===== config.mk =====
export PLATFORM = sky130hd
export DESIGN_NAME = hera_ram_arb
export DESIGN_NICKNAME = d
export VERILOG_FILES = /design/src/rtl/hera_ram_arb.sv
export SDC_FILE = /design/constraint.sdc
export NUM_CORES = 1
export LEC_CHECK = 0
export BUFFER_PORTS_ARGS = -buffer_cell sky130_fd_sc_hd__buf_2
export CORE_ASPECT_RATIO = 1.4
export CORE_MARGIN = 4
export CORE_UTILIZATION = 32
export DETAILED_ROUTE_END_ITERATION = 7
export GPL_TIMING_DRIVEN = 0
export PLACE_DENSITY = 0.91
export SLEW_MARGIN = 15
export SYNTH_ARGS = -nofsm -noshare
export SYNTH_HDL_FRONTEND = slang
export SYNTH_SLANG_ARGS = --single-unit

===== constraint.sdc =====
create_clock -name clk -period 2.92 [get_ports clk]
set_input_delay 0.146 -clock clk [delete_from_list [all_inputs] [get_ports clk]]
set_output_delay 0.146 -clock clk [all_outputs]
set_load 0.03 [all_outputs]

===== src/rtl/hera_ram_arb.sv =====
//------------------------------------------------------------------------------
// Module   : hera_ram_arb
// Brief    : Core/debug arbiter for the single-port HERA data RAM, with
//            debug starvation guard and debug lock mode.
// Revision : 1.0  initial release
//------------------------------------------------------------------------------
`default_nettype none

module hera_ram_arb #(
  parameter int ADDR_W       = 11,
  parameter int DATA_W       = 16,
  parameter int DBG_MAX_WAIT = 4
) (
  input  logic              clk,
  input  logic              rst,
  input  logic              core_req_i,
  input  logic              core_we_i,
  input  logic [ADDR_W-1:0] core_addr_i,
  input  logic [DATA_W-1:0] core_wdata_i,
  output logic              core_stall_o,
  output logic              core_rvalid_o,
  output logic [DATA_W-1:0] core_rdata_o,
  input  logic              dbg_req_i,
  input  logic              dbg_we_i,
  input  logic [ADDR_W-1:0] dbg_addr_i,
  input  logic [DATA_W-1:0] dbg_wdata_i,
  input  logic              dbg_lock_i,
  output logic              dbg_gnt_o,
  output logic              dbg_rvalid_o,
  output logic [DATA_W-1:0] dbg_rdata_o,
  output logic [ADDR_W-1:0] ram_addr_o,
  output logic [DATA_W-1:0] ram_data_o,
  output logic              ram_wren_o,
  input  logic [DATA_W-1:0] ram_q_i
);

  localparam logic [0:0] S_NORM   = 1'b0;
  localparam logic [0:0] S_LOCK   = 1'b1;
  localparam logic [3:0] MAX_WAIT = 4'(DBG_MAX_WAIT);

  logic [0:0] state_q, state_d;
  logic [3:0] wait_cnt_q, wait_cnt_d;
  logic       rd_vld_q, rd_vld_d;
  logic       rd_dbg_q, rd_dbg_d;
  logic       sel_dbg, sel_core;

  // Grants are suppressed entirely while reset is held.
  always_comb begin
    sel_dbg  = 1'b0;
    sel_core = 1'b0;
    if (!rst) begin
      if (state_q == S_LOCK) begin
        sel_dbg = dbg_req_i;
      end else begin
        sel_dbg  = dbg_req_i & (~core_req_i | (wait_cnt_q == MAX_WAIT));
        sel_core = core_req_i & ~sel_dbg;
      end
    end
  end

  assign dbg_gnt_o    = sel_dbg;
  assign core_stall_o = core_req_i & ~sel_core;
  assign ram_addr_o   = sel_dbg ? dbg_addr_i  : core_addr_i;
  assign ram_data_o   = sel_dbg ? dbg_wdata_i : core_wdata_i;
  assign ram_wren_o   = (sel_dbg & dbg_we_i) | (sel_core & core_we_i);

  always_comb begin
    wait_cnt_d = wait_cnt_q;
    if (!dbg_req_i || sel_dbg) begin
      wait_cnt_d = 4'd0;
    end else if (wait_cnt_q != MAX_WAIT) begin
      wait_cnt_d = wait_cnt_q + 4'd1;
    end
  end

  always_comb begin
    state_d = state_q;
    case (state_q)
      S_NORM:  if (sel_dbg && dbg_lock_i) state_d = S_LOCK;
      S_LOCK:  if (!dbg_lock_i)           state_d = S_NORM;
      default: state_d = S_NORM;
    endcase
  end

  assign rd_vld_d = (sel_dbg & ~dbg_we_i) | (sel_core & ~core_we_i);
  assign rd_dbg_d = sel_dbg;

  always_ff @(posedge clk) begin
    if (rst) begin
      state_q    <= S_NORM;
      wait_cnt_q <= 4'd0;
      rd_vld_q   <= 1'b0;
      rd_dbg_q   <= 1'b0;
    end else begin
      state_q    <= state_d;
      wait_cnt_q <= wait_cnt_d;
      rd_vld_q   <= rd_vld_d;
      rd_dbg_q   <= rd_dbg_d;
    end
  end

  // A read tag still pending when reset arrives must not surface.
  assign core_rvalid_o = rd_vld_q & ~rd_dbg_q & ~rst;
  assign dbg_rvalid_o  = rd_vld_q &  rd_dbg_q & ~rst;
  assign core_rdata_o  = ram_q_i;
  assign dbg_rdata_o   = ram_q_i;

endmodule

`default_nettype wire

# Word-level counts from Yosys, hierarchy flattened
# Index checks and enable logic that the tools add are counted.
# word_totals
output_inout_bits,64
reg_bits,7
# op_classes
n_reduce_logical,4
mux,9
eq_ne,2
addsub,1
n_bitwise,22
# op_table
operator,n
16-bit 2-to-1 mux,1
1-bit bitwise AND,11
11-bit 2-to-1 mux,1
1-bit NOT,8
1-bit 2-to-1 mux,6
"4-bit by 1-bit adder with 4-bit output, second input constant",1
"4-bit by 3-bit equality test with 1-bit output, second input constant",1
"4-bit by 3-bit inequality test with 1-bit output, second input constant",1
1-bit bitwise OR,3
1-bit one-hot mux with 2 select lines,1
2-bit OR reduction,1
1-bit logical AND,1
1-bit logical NOT,1
1-bit logical OR,1

# Logic depth before layout (Yosys ltp)
# Gate-level depths: netlist of run 1.
# depth
ltp_word,9
depth_mapped,7
depth_no_buf,6

# Worst setup path before layout of run 1
# No wires, ideal clock.
# synth_path
path_kind,register to output
start,register wait_cnt_q[0]
end,output ram_wren_o
path_stages_with_launch,6
arrival_time_ns,1.683
required_time_ns,2.774
setup_slack_ns,1.091
path_cell_list,dfxtp_1 -> inv_1 -> ha_1 -> and3b_2 -> a211o_2 -> o2bb2ai_1
# synth_via
elab_chain_cells,9
word_cells_on_any_way,12
cone_classes,eq/ne (1); mux (4); bitwise (7)
# synth_lines
element,line_no,text
"start, declared",42,"logic [3:0] wait_cnt_q, wait_cnt_d;"
"start signal, assigned",96,wait_cnt_q <= wait_cnt_d;
4-bit by 3-bit equality test with 1-bit output *,55,sel_dbg = dbg_req_i & (~core_req_i | (wait_cnt_q == MAX_WAIT));
1-bit bitwise OR *,55,
1-bit bitwise AND *,55,
1-bit NOT,56,sel_core = core_req_i & ~sel_dbg;
1-bit bitwise AND,56,
1-bit 2-to-1 mux,52,if (state_q == S_LOCK) begin
1-bit 2-to-1 mux,51,if (!rst) begin
1-bit bitwise AND,65,assign ram_wren_o = (sel_dbg & dbg_we_i) | (sel_core & core_we_i);
1-bit bitwise OR *,65,
"end, declared",33,"output logic ram_wren_o,"
# Mark *: on every way between the ends. The rest lies on a longest branch, timed or not.

# Worst setup path after layout of run 1
# layout_path
start,register wait_cnt_q[0]
end,output ram_data_o[5]
# layout_via
elab_chain_cells,6
# layout_lines
element,line_no,text
4-bit by 3-bit equality test with 1-bit output,55,
1-bit bitwise OR,55,
1-bit bitwise AND,55,
1-bit 2-to-1 mux,52,
1-bit 2-to-1 mux,51,
16-bit 2-to-1 mux,64,assign ram_data_o = sel_dbg ? dbg_wdata_i : core_wdata_i;
"end, declared",32,"output logic [DATA_W-1:0] ram_data_o,"
# Every way passes these cells.

==> flow_summary.toml, run 1 <==
[run_status]
run_status = "finished clean"

[clock_tree]
cts_setup_buffers = 0
htree_levels = 1
cts_buffers = 3
clk_path_buf_depth = 2
cts_resized = 0
clk_latency_ns = 0.25
cts.sinks = 7
clkSlewWorstSetupHoldPaths_ns = 0.05
postCtsHoldBufs = 0
cts_root_buffer = "clkbuf_4"
cts_tree = "built"

[sta]
finalSetupViolCount = 0
hold_viol = 0
fin_crit_ns = 2.19
worstMarginPinSlew_ns = 0.260
fin_tns_setup_ns = 0
finalCritPeriodShare_pct = 75.1
holdWs_ns = 0.0886
slew_violations = 0
worst_slack_ns = 0.728
rsz0062_at_grt = "false"
max_freq_mhz = 456
fin_skew_ns = 0.00355
slew_headroom_pct = 82.6

[yosys]
synth_cell_types = 25
syn_inst = 103
ys_ff_latch = 7
syn-num-nets = 182
syn-cell-area_sq_um = 933
synth-seq-area-share_pct = 15.0
ys_async_sr_fraction_pct = 0
synth_ff_type = "dfxtp_1"
synth_edf_count = 0
avgSynthCellArea_sq_um = 9.06
yosys_warnings = 0

[floorplan]
die_w_um = 53.6
io_pins = 141
start_util_pct = 34.6
core_sq_um = 2700
dieHeight_um = 71.9
dieArea_sq_um = 3860
rows = 22

[cells_and_area]
syn2layout_area_growth_pct = 74.1
drive_gt1_share_pct = 83.5
multi_input_area_sq_um = 489
final_common_cell = "buf_2"
final_area_sq_um = 1630
num-fill-cells = 259
ff_latch_area_sq_um = 140
layout_common_cells = "buf_2 (124), buf_4 (32), mux2_2 (27)"
nets = 311
diodes = 0

[global_routing]
grt_util_all_layers_pct = 15.7
antenna_found_initial = 0
grt_pass1_vias = 1102
overflow = 0
grt_pass1_wl_um = 4640
grt_max_degree = 11

[power]
irDropWorstVdd_v = 0.000188
p_per_area_nw_per_um2 = 291
leakage_nw = 0.968
finalPower_mw = 0.473

[setup_path]
critPathSlowestCell = "dfxtp_1"
cp_slowest_stage_delay_ns = 0.36
arrival_ns = 2.05
critPathLaunchType = "flip-flop"
cp_max_fo = 10
end_kind = "output port"
critical_path_class = "reg2out"
crit_chain = "inv_1, ha_1, and3b_2, o21ai_4, buf_6, mux2_2, buf_2"
cp.required_ns = 2.77

[route]
route.final.wire_length_um = 3430
dr.pass1.iters = 4
dr_total_vias = 1155
via_per_inst = 4.33
drt_iter0_markers = 6
drc = 0
wl_per_cell_um = 12.8
antenna_left = 0

[job]
maxCapViolCount = 0

[placed_design]
numPortBuffers = 124
place_ws_ns = 0.967
place.gp.congestion = 0.693
dp_hpwl_um = 3160
placed_area_sq_um = 1600

[hold_path]
min_path_type = "in2reg"
[synthesized netlist by cell type, types with 2 or more instances]
cell type	instances	share of area [%]
ha_1	2	2.7
nor2_1	5	2.0
inv_1	7	2.8
dfxtp_1	7	15
nor2b_1	2	1.3
buf_6	3	3.6
mux2_2	27	33
buf_4	32	26
nand3_1	2	1.1
[kinds of logic after synthesis]
family                   share of synthesized area [%]
adder cells (fa/ha/maj)                           2.68
AND/OR/NAND/NOR                                   10.1
buffers and inverters                             32.6
multiplexers                                      33.6
AO/OA/AOI/OAI                                     6.03
flip-flops                                        15.0
[routing by layer]
layer / up-vias / part of all wire, % / GRT usage, % / wire length, um
li1: 571 / - / - / -
met2: 78 / 56 / 33.6 / 1910
met4: 0 / 1.3 / 5.97 / 44
met1: 500 / 28 / 12.0 / 972
met3: 6 / 15 / 4.11 / 502
met5: - / 0 / 0 / 0
[metrics by stage]
step / instances / util [%]
floorplan: 103 / -
finish: 267 / 60.3
CTS: 267 / 60.3
detailed placement: 263 / 59.3
global placement: 263 / 59.3
global route: 267 / 60.3
[final timing paths]
path,from,to,slack [ns],cells after the start
max,wait_cnt_q[0],ram_data_o[5],0.73,7
min,core_we_i,rd_vld_q,0.09,2
max reg2reg,wait_cnt_q[0],state_q,1.29,7
min reg2reg,wait_cnt_q[0],wait_cnt_q[0],0.46,1
[registers in the layout, indices dropped and copies added (netlist names)]
register and count:
rd_vld_q 1, rd_dbg_q 1, state_q 1, wait_cnt_q 4
[worst max-delay path, delay by kind of cell, from the launching register on]
family	cells	cell delay, ns
buffers and inverters	3	0.42
AND/OR/NAND/NOR	1	0.24
multiplexers	1	0.34
adder cells (fa/ha/maj)	1	0.24
AO/OA/AOI/OAI	1	0.20
flip-flops	1	0.36
[area by class of cell]
class,instances,area share [%]
Timing Repair Buffer,124,38.2
Multi-Input combinational cell,53,30.1
Buffer,35,16.9
Sequential cell,7,8.62
Tap cell,36,2.77
Inverter,8,1.85
Clock buffer,4,1.62
[where the power goes]
part           switching [mW]  leakage, nW  internal [mW]
Clock                  0.0333       0.0150         0.0520
Sequential            0.00138       0.0570         0.0984
Combinational           0.165        0.896          0.123
(Power assumes the default switching activity.)
==> run 2: changes to the inputs <==
CORE_UTILIZATION = 27   (was 32)
PLACE_DENSITY = 0.82   (was 0.91)
clock period = 1.9 ns   (was 2.92 ns; I/O delays follow)
==> run 2 against run 1 <==
  * The run now ends with setup timing left
  * First-iteration DRC count grew to 4.3 times the previous value
  * Cell area increased by 25%
  * Power grew 95%
  * Via count up 4.2%
  * Highest routed layer unchanged
  * Sequential share of layout area fell by 1.6 points
  * Sequential cell count did not move
  * Combinational power grew 93%
  * Global-route usage down 0.33 points
  * Register-to-register slack lost 1.1 ns
  * Critical endpoint is now ram_data_o[1]
  * Clock-buffer cell count did not move
==> flow_summary.toml, run 2 (synthesis gave the netlist of run 1 again) <==
[cells_and_area]
drive_gt1_share_pct = 86.6
largest_reg_flops = 4
syn2layout_area_growth_pct = 117
top_register = "wait_cnt_q"
nets = 318
layout_common_cells = "buf_2 (94), buf_4 (36), buf_6 (35)"
num-fill-cells = 287
diodes = 0
utilization_pct = 60.6
final_area_sq_um = 2030
final_common_cell = "buf_2"

[route]
antenna_left = 0
route.final.wire_length_um = 3860
via_per_inst = 4.33
drt_iter0_markers = 26
wl_per_cell_um = 13.9
dr_total_vias = 1203
drc = 0
dr.pass1.iters = 4

[setup_path]
end_kind = "output port"
crit_chain = "inv_2, ha_4, and3b_2, o21ai_4, buf_6, mux2_4, buf_6"
cp_max_fo = 5
worst_r2r_startpoint = "wait_cnt_q[1]"
cp_slowest_stage_delay_ns = 0.33
r2r_end = "state_q"
arrival_ns = 1.89
rrSetupSlack_ns = 0.24
cp_num_buf_inv = 3
path_delay_family = "buffers and inverters"
critPathSlowestCell = "dfxtp_2"
critPathLaunchType = "flip-flop"
cpMostUsedCell = "buf_6"
ff2ff_path_depth = 8
critical_path_class = "reg2out"
cp.required_ns = 1.80

[floorplan]
rows = 25
start_util_pct = 27.9
dieHeight_um = 77.6
dieArea_sq_um = 4480
core_sq_um = 3350
die_w_um = 57.7
io_pins = 141

[global_routing]
overflow = 0
antenna_found_initial = 0
grt_pass1_vias = 1222
grt_max_degree = 9
grt_pass1_wl_um = 5480
grt_util_all_layers_pct = 15.4

[sta]
fin_crit_ns = 1.98
finalSetupViolCount = 28
slew_headroom_pct = 81.6
worst_slack_ns = -0.0831
fin_skew_ns = 0.000987
rsz0062_at_grt = "true"
finalCritPeriodShare_pct = 104
max_freq_mhz = 504
worstMarginPinSlew_ns = 0.276
fin_tns_setup_ns = -1.94
slew_violations = 0
hold_viol = 0

[clock_tree]
clk_latency_ns = 0.23
cts_tree = "built"
cts_buffers = 3
clkSlewWorstSetupHoldPaths_ns = 0.04
clk_path_buf_depth = 2
htree_levels = 1
cts.sinks = 7
cts_root_buffer = "clkbuf_8"

[power]
p_per_area_nw_per_um2 = 455
irDropWorstVdd_v = 0.000359
leakage_nw = 1.22

[hold_path]
min_path_type = "in2reg"
worstHoldStart = "core_we_i"
hold_path_end = "rd_vld_q"
hold_depth = 2

[run_status]
run_status = "finished, violations left"
violations = "setup timing"

[placed_design]
placed_area_sq_um = 1600
dp_hpwl_um = 2750
place.gp.congestion = 0.732
numPortBuffers = 124

[job]
maxCapViolCount = 0
[run 2: changes by cell type in the layout (fill, tap and decap cells not counted), moves of 2 or more]
cell / previous run / this run
buf_4: 32 / 36
buf_2: 124 / 94
mux2_4: 0 / 27
inv_1: 7 / 5
buf_6: 3 / 35
clkbuf_4: 3 / 0
clkbuf_8: 0 / 3
dfxtp_2: 0 / 2
dfxtp_1: 7 / 5
mux2_2: 27 / 0
[run 2: worst reg2reg max path: stages, from the launching register on]
cell and delay, ns:
dfxtp_2 0.33, inv_2 0.04, ha_4 0.15, and3b_2 0.22, o21ai_4 0.28, buf_8 0.19
buf_6 0.12, inv_4 0.04, o211a_1 0.19
[run 2: metrics by stage]
step	total power, mW	hold slack [ns]	std cells	worst slack [ns]
after floorplan	0.459	0.189	103	0.122
after global placement	0.591	0.296	267	0.0192
after detailed placement	0.598	0.304	267	-0.000743
after CTS	0.913	0.0620	278	-0.0843
after global routing	0.962	0.0697	278	-0.148
final	0.923	0.0709	278	-0.0831
[run 2: cell type report]
cell class	instances	area (sq um)	area share (%)
repair buffers	131	872	43.0
flip-flops and latches	7	143	7.03
plain buffers	35	278	13.7
clock buffers	4	45.0	2.22
well taps	40	50.0	2.47
multi-input cells	53	609	30.0
inverters	8	32.5	1.60
[run 2: where the power goes]
| part | switching [mW] | internal (mW) | leakage [nW] | total (mW) |
|---|---|---|---|---|
| clock network | 0.0664 | 0.145 | 0.0228 | 0.212 |
| logic | 0.280 | 0.277 | 1.14 | 0.557 |
| registers | 0.00186 | 0.152 | 0.0579 | 0.154 |
[run 2: worst max-delay path by stage]
stage | start | endpoint | slack (ns) | depth (start not counted)
2_1_floorplan | wait_cnt_q[0] | ram_wren_o | 0.12 | 5
3_3_place_gp | wait_cnt_q[0] | ram_addr_o[10] | 0.02 | 7
3_5_place_dp | wait_cnt_q[0] | ram_data_o[7] | -0.0007 | 7
4_1_cts | wait_cnt_q[0] | ram_data_o[7] | -0.08 | 7
5_1_grt | wait_cnt_q[0] | ram_data_o[1] | -0.15 | 7
6_report | wait_cnt_q[1] | ram_data_o[1] | -0.08 | 7
[run 2: layer usage]
metal / track usage (%) / routed length, um / vias up
met5: 0 / 0 / -
met4: 7.19 / 78 / 0
met3: 4.49 / 584 / 7
met2: 29.3 / 1970 / 95
met1: 14.3 / 1230 / 519
li1: - / - / 582
[run 2: what timing repair did]
| item | 4_1_cts | 5_1_grt |
|---|---|---|
| buffers inserted | 5 | 0 |
| hold buffers | 0 | 0 |
| cloned | 2 | 0 |
| setup endpoints to repair | 29 | 30 |
| gates resized for setup | 86 | 17 |
| pin swaps | 2 | 1 |
==> run 3: changes to the inputs <==
RECOVER_POWER = 100   (was default)
==> run 3 against run 2 <==
  * The run still ends with setup timing left
  * Critical path depth is the same
  * Core utilization shrank 1.3 points
  * Cell area shrank 2.1%
  * Global-route usage is the same
  * Wire length shrank 0.21%
  * First-iteration DRC count is the same
  * Clock skew is essentially flat
  * Sequential share of layout area grew 0.15 points
  * Clock power is essentially flat
  * Via count grew 0.50%
  * Sequential cell count is the same
  * Combinational power shrank 2%
  * Critical path type unchanged
  * Highest routed layer unchanged
==> flow_summary.toml, run 3 (synthesis gave the netlist of run 1 again) <==
[cells_and_area]
layout_common_cells = "buf_2 (60), buf_4 (36), buf_6 (35), clkbuf_1 (35), mux2_4 (27)"
utilization_pct = 59.4
nets = 318
drive_gt1_share_pct = 72.3
largest_reg_flops = 4
syn2layout_area_growth_pct = 113
diodes = 0
final_common_cell = "buf_2"
top_register = "wait_cnt_q"

[global_routing]
grt_pass1_wl_um = 5480
overflow = 0
antenna_found_initial = 0
grt_pass1_vias = 1222
grt_util_all_layers_pct = 15.4
grt_max_degree = 9

[sta]
hold_viol = 0
finalSetupViolCount = 28
fin_skew_ns = 0.00109
fin_tns_setup_ns = -1.95
holdWs_ns = 0.0708
max_freq_mhz = 504
worstMarginPinSlew_ns = 0.407
worst_slack_ns = -0.0837
finalCritPeriodShare_pct = 104
slew_headroom_pct = 73.0
slew_violations = 0
rsz0062_at_grt = "true"
fin_crit_ns = 1.98

[power]
p_per_area_nw_per_um2 = 460
leakage_nw = 1.12
finalPower_mw = 0.913
irDropWorstVdd_v = 0.000356

[placed_design]
place.gp.congestion = 0.732
dp_hpwl_um = 2750
numPortBuffers = 124

[route]
drt_iter0_markers = 26
antenna_left = 0
route.final.wire_length_um = 3850
via_per_inst = 4.35
dr.pass1.iters = 4
dr_total_vias = 1209
drc = 0
wl_per_cell_um = 13.9

[clock_tree]
clkSlewWorstSetupHoldPaths_ns = 0.04
cts.sinks = 7
clk_path_buf_depth = 2
cts_tree = "built"
cts_root_buffer = "clkbuf_8"
htree_levels = 1
cts_buffers = 3
clk_latency_ns = 0.23

[job]
maxCapViolCount = 0

[floorplan]
rows = 25
dieArea_sq_um = 4480
die_w_um = 57.7
dieHeight_um = 77.6
start_util_pct = 27.9
io_pins = 141
core_sq_um = 3350

[setup_path]
critical_path_class = "reg2out"
end_kind = "output port"
cp.required_ns = 1.80
arrival_ns = 1.89
critPathLaunchType = "flip-flop"
cp_max_fo = 5

[run_status]
violations = "setup timing"
run_status = "finished, violations left"

[hold_path]
min_path_type = "in2reg"
==> run 3: changes by cell type in the layout (fill, tap and decap cells not counted) <==
cell	change
clkbuf_1	+34
buf_2	-34
==> run 3: power by group <==
part	leakage [nW]	switching [mW]	internal [mW]
clock network	0.0228	0.0666	0.145
logic	1.04	0.281	0.267
registers	0.0579	0.00186	0.152
==> run 3: stage by stage <==
stage / instance area [sq um] / setup WS [ns] / cells
finish: 1990 / -0.0837 / 278
global route: 1990 / -0.148 / 278
CTS: 1970 / -0.0843 / 278
detailed placement: 1600 / -0.000743 / 267
global placement: 1600 / 0.0192 / 267
floorplan: 933 / 0.122 / 103
==> run 3: path summary, 6_finish.rpt <==
check,start,endpoint,slack (ns),cells past startpoint
setup / recovery,wait_cnt_q[1],ram_data_o[1],-0.08,7
hold / removal,core_we_i,rd_vld_q,0.07,2
setup reg to reg,wait_cnt_q[1],state_q,0.24,8
hold reg to reg,wait_cnt_q[0],wait_cnt_q[0],0.52,2
==> run 3: final cells by class <==
| cell class | instances | area, sq um |
|---|---|---|
| buffer | 35 | 278 |
| clock buffer | 4 | 45.0 |
| fill | 297 | 1360 |
| inverter | 8 | 32.5 |
| multi-input combinational | 53 | 609 |
| sequential | 7 | 143 |
| tap | 40 | 50.0 |
| timing repair buffer | 131 | 830 |
==> run 3: repair_timing <==
action | CTS | global route
pin swaps | 2 | 1
setup buffers | 5 | 0
cloned | 2 | 0
resized for setup | 86 | 17
setup endpoints to repair | 29 | 30
hold buffers | 0 | 0
==> run 3: layer usage <==
metal	global-route usage, %	vias to the layer above	routed length (um)
met5	0	-	0
met3	4.49	7	573
met2	29.3	95	1980
met4	7.19	0	80
met1	14.3	525	1220
li1	-	582	-
==> run 3: critical path, cell delays in order (launching register included) <==
cell and delay (ns):
dfxtp_2 0.33, inv_2 0.04, ha_4 0.15, and3b_2 0.22, o21ai_4 0.28, buf_6 0.18, mux2_4 0.31, buf_6 0.14
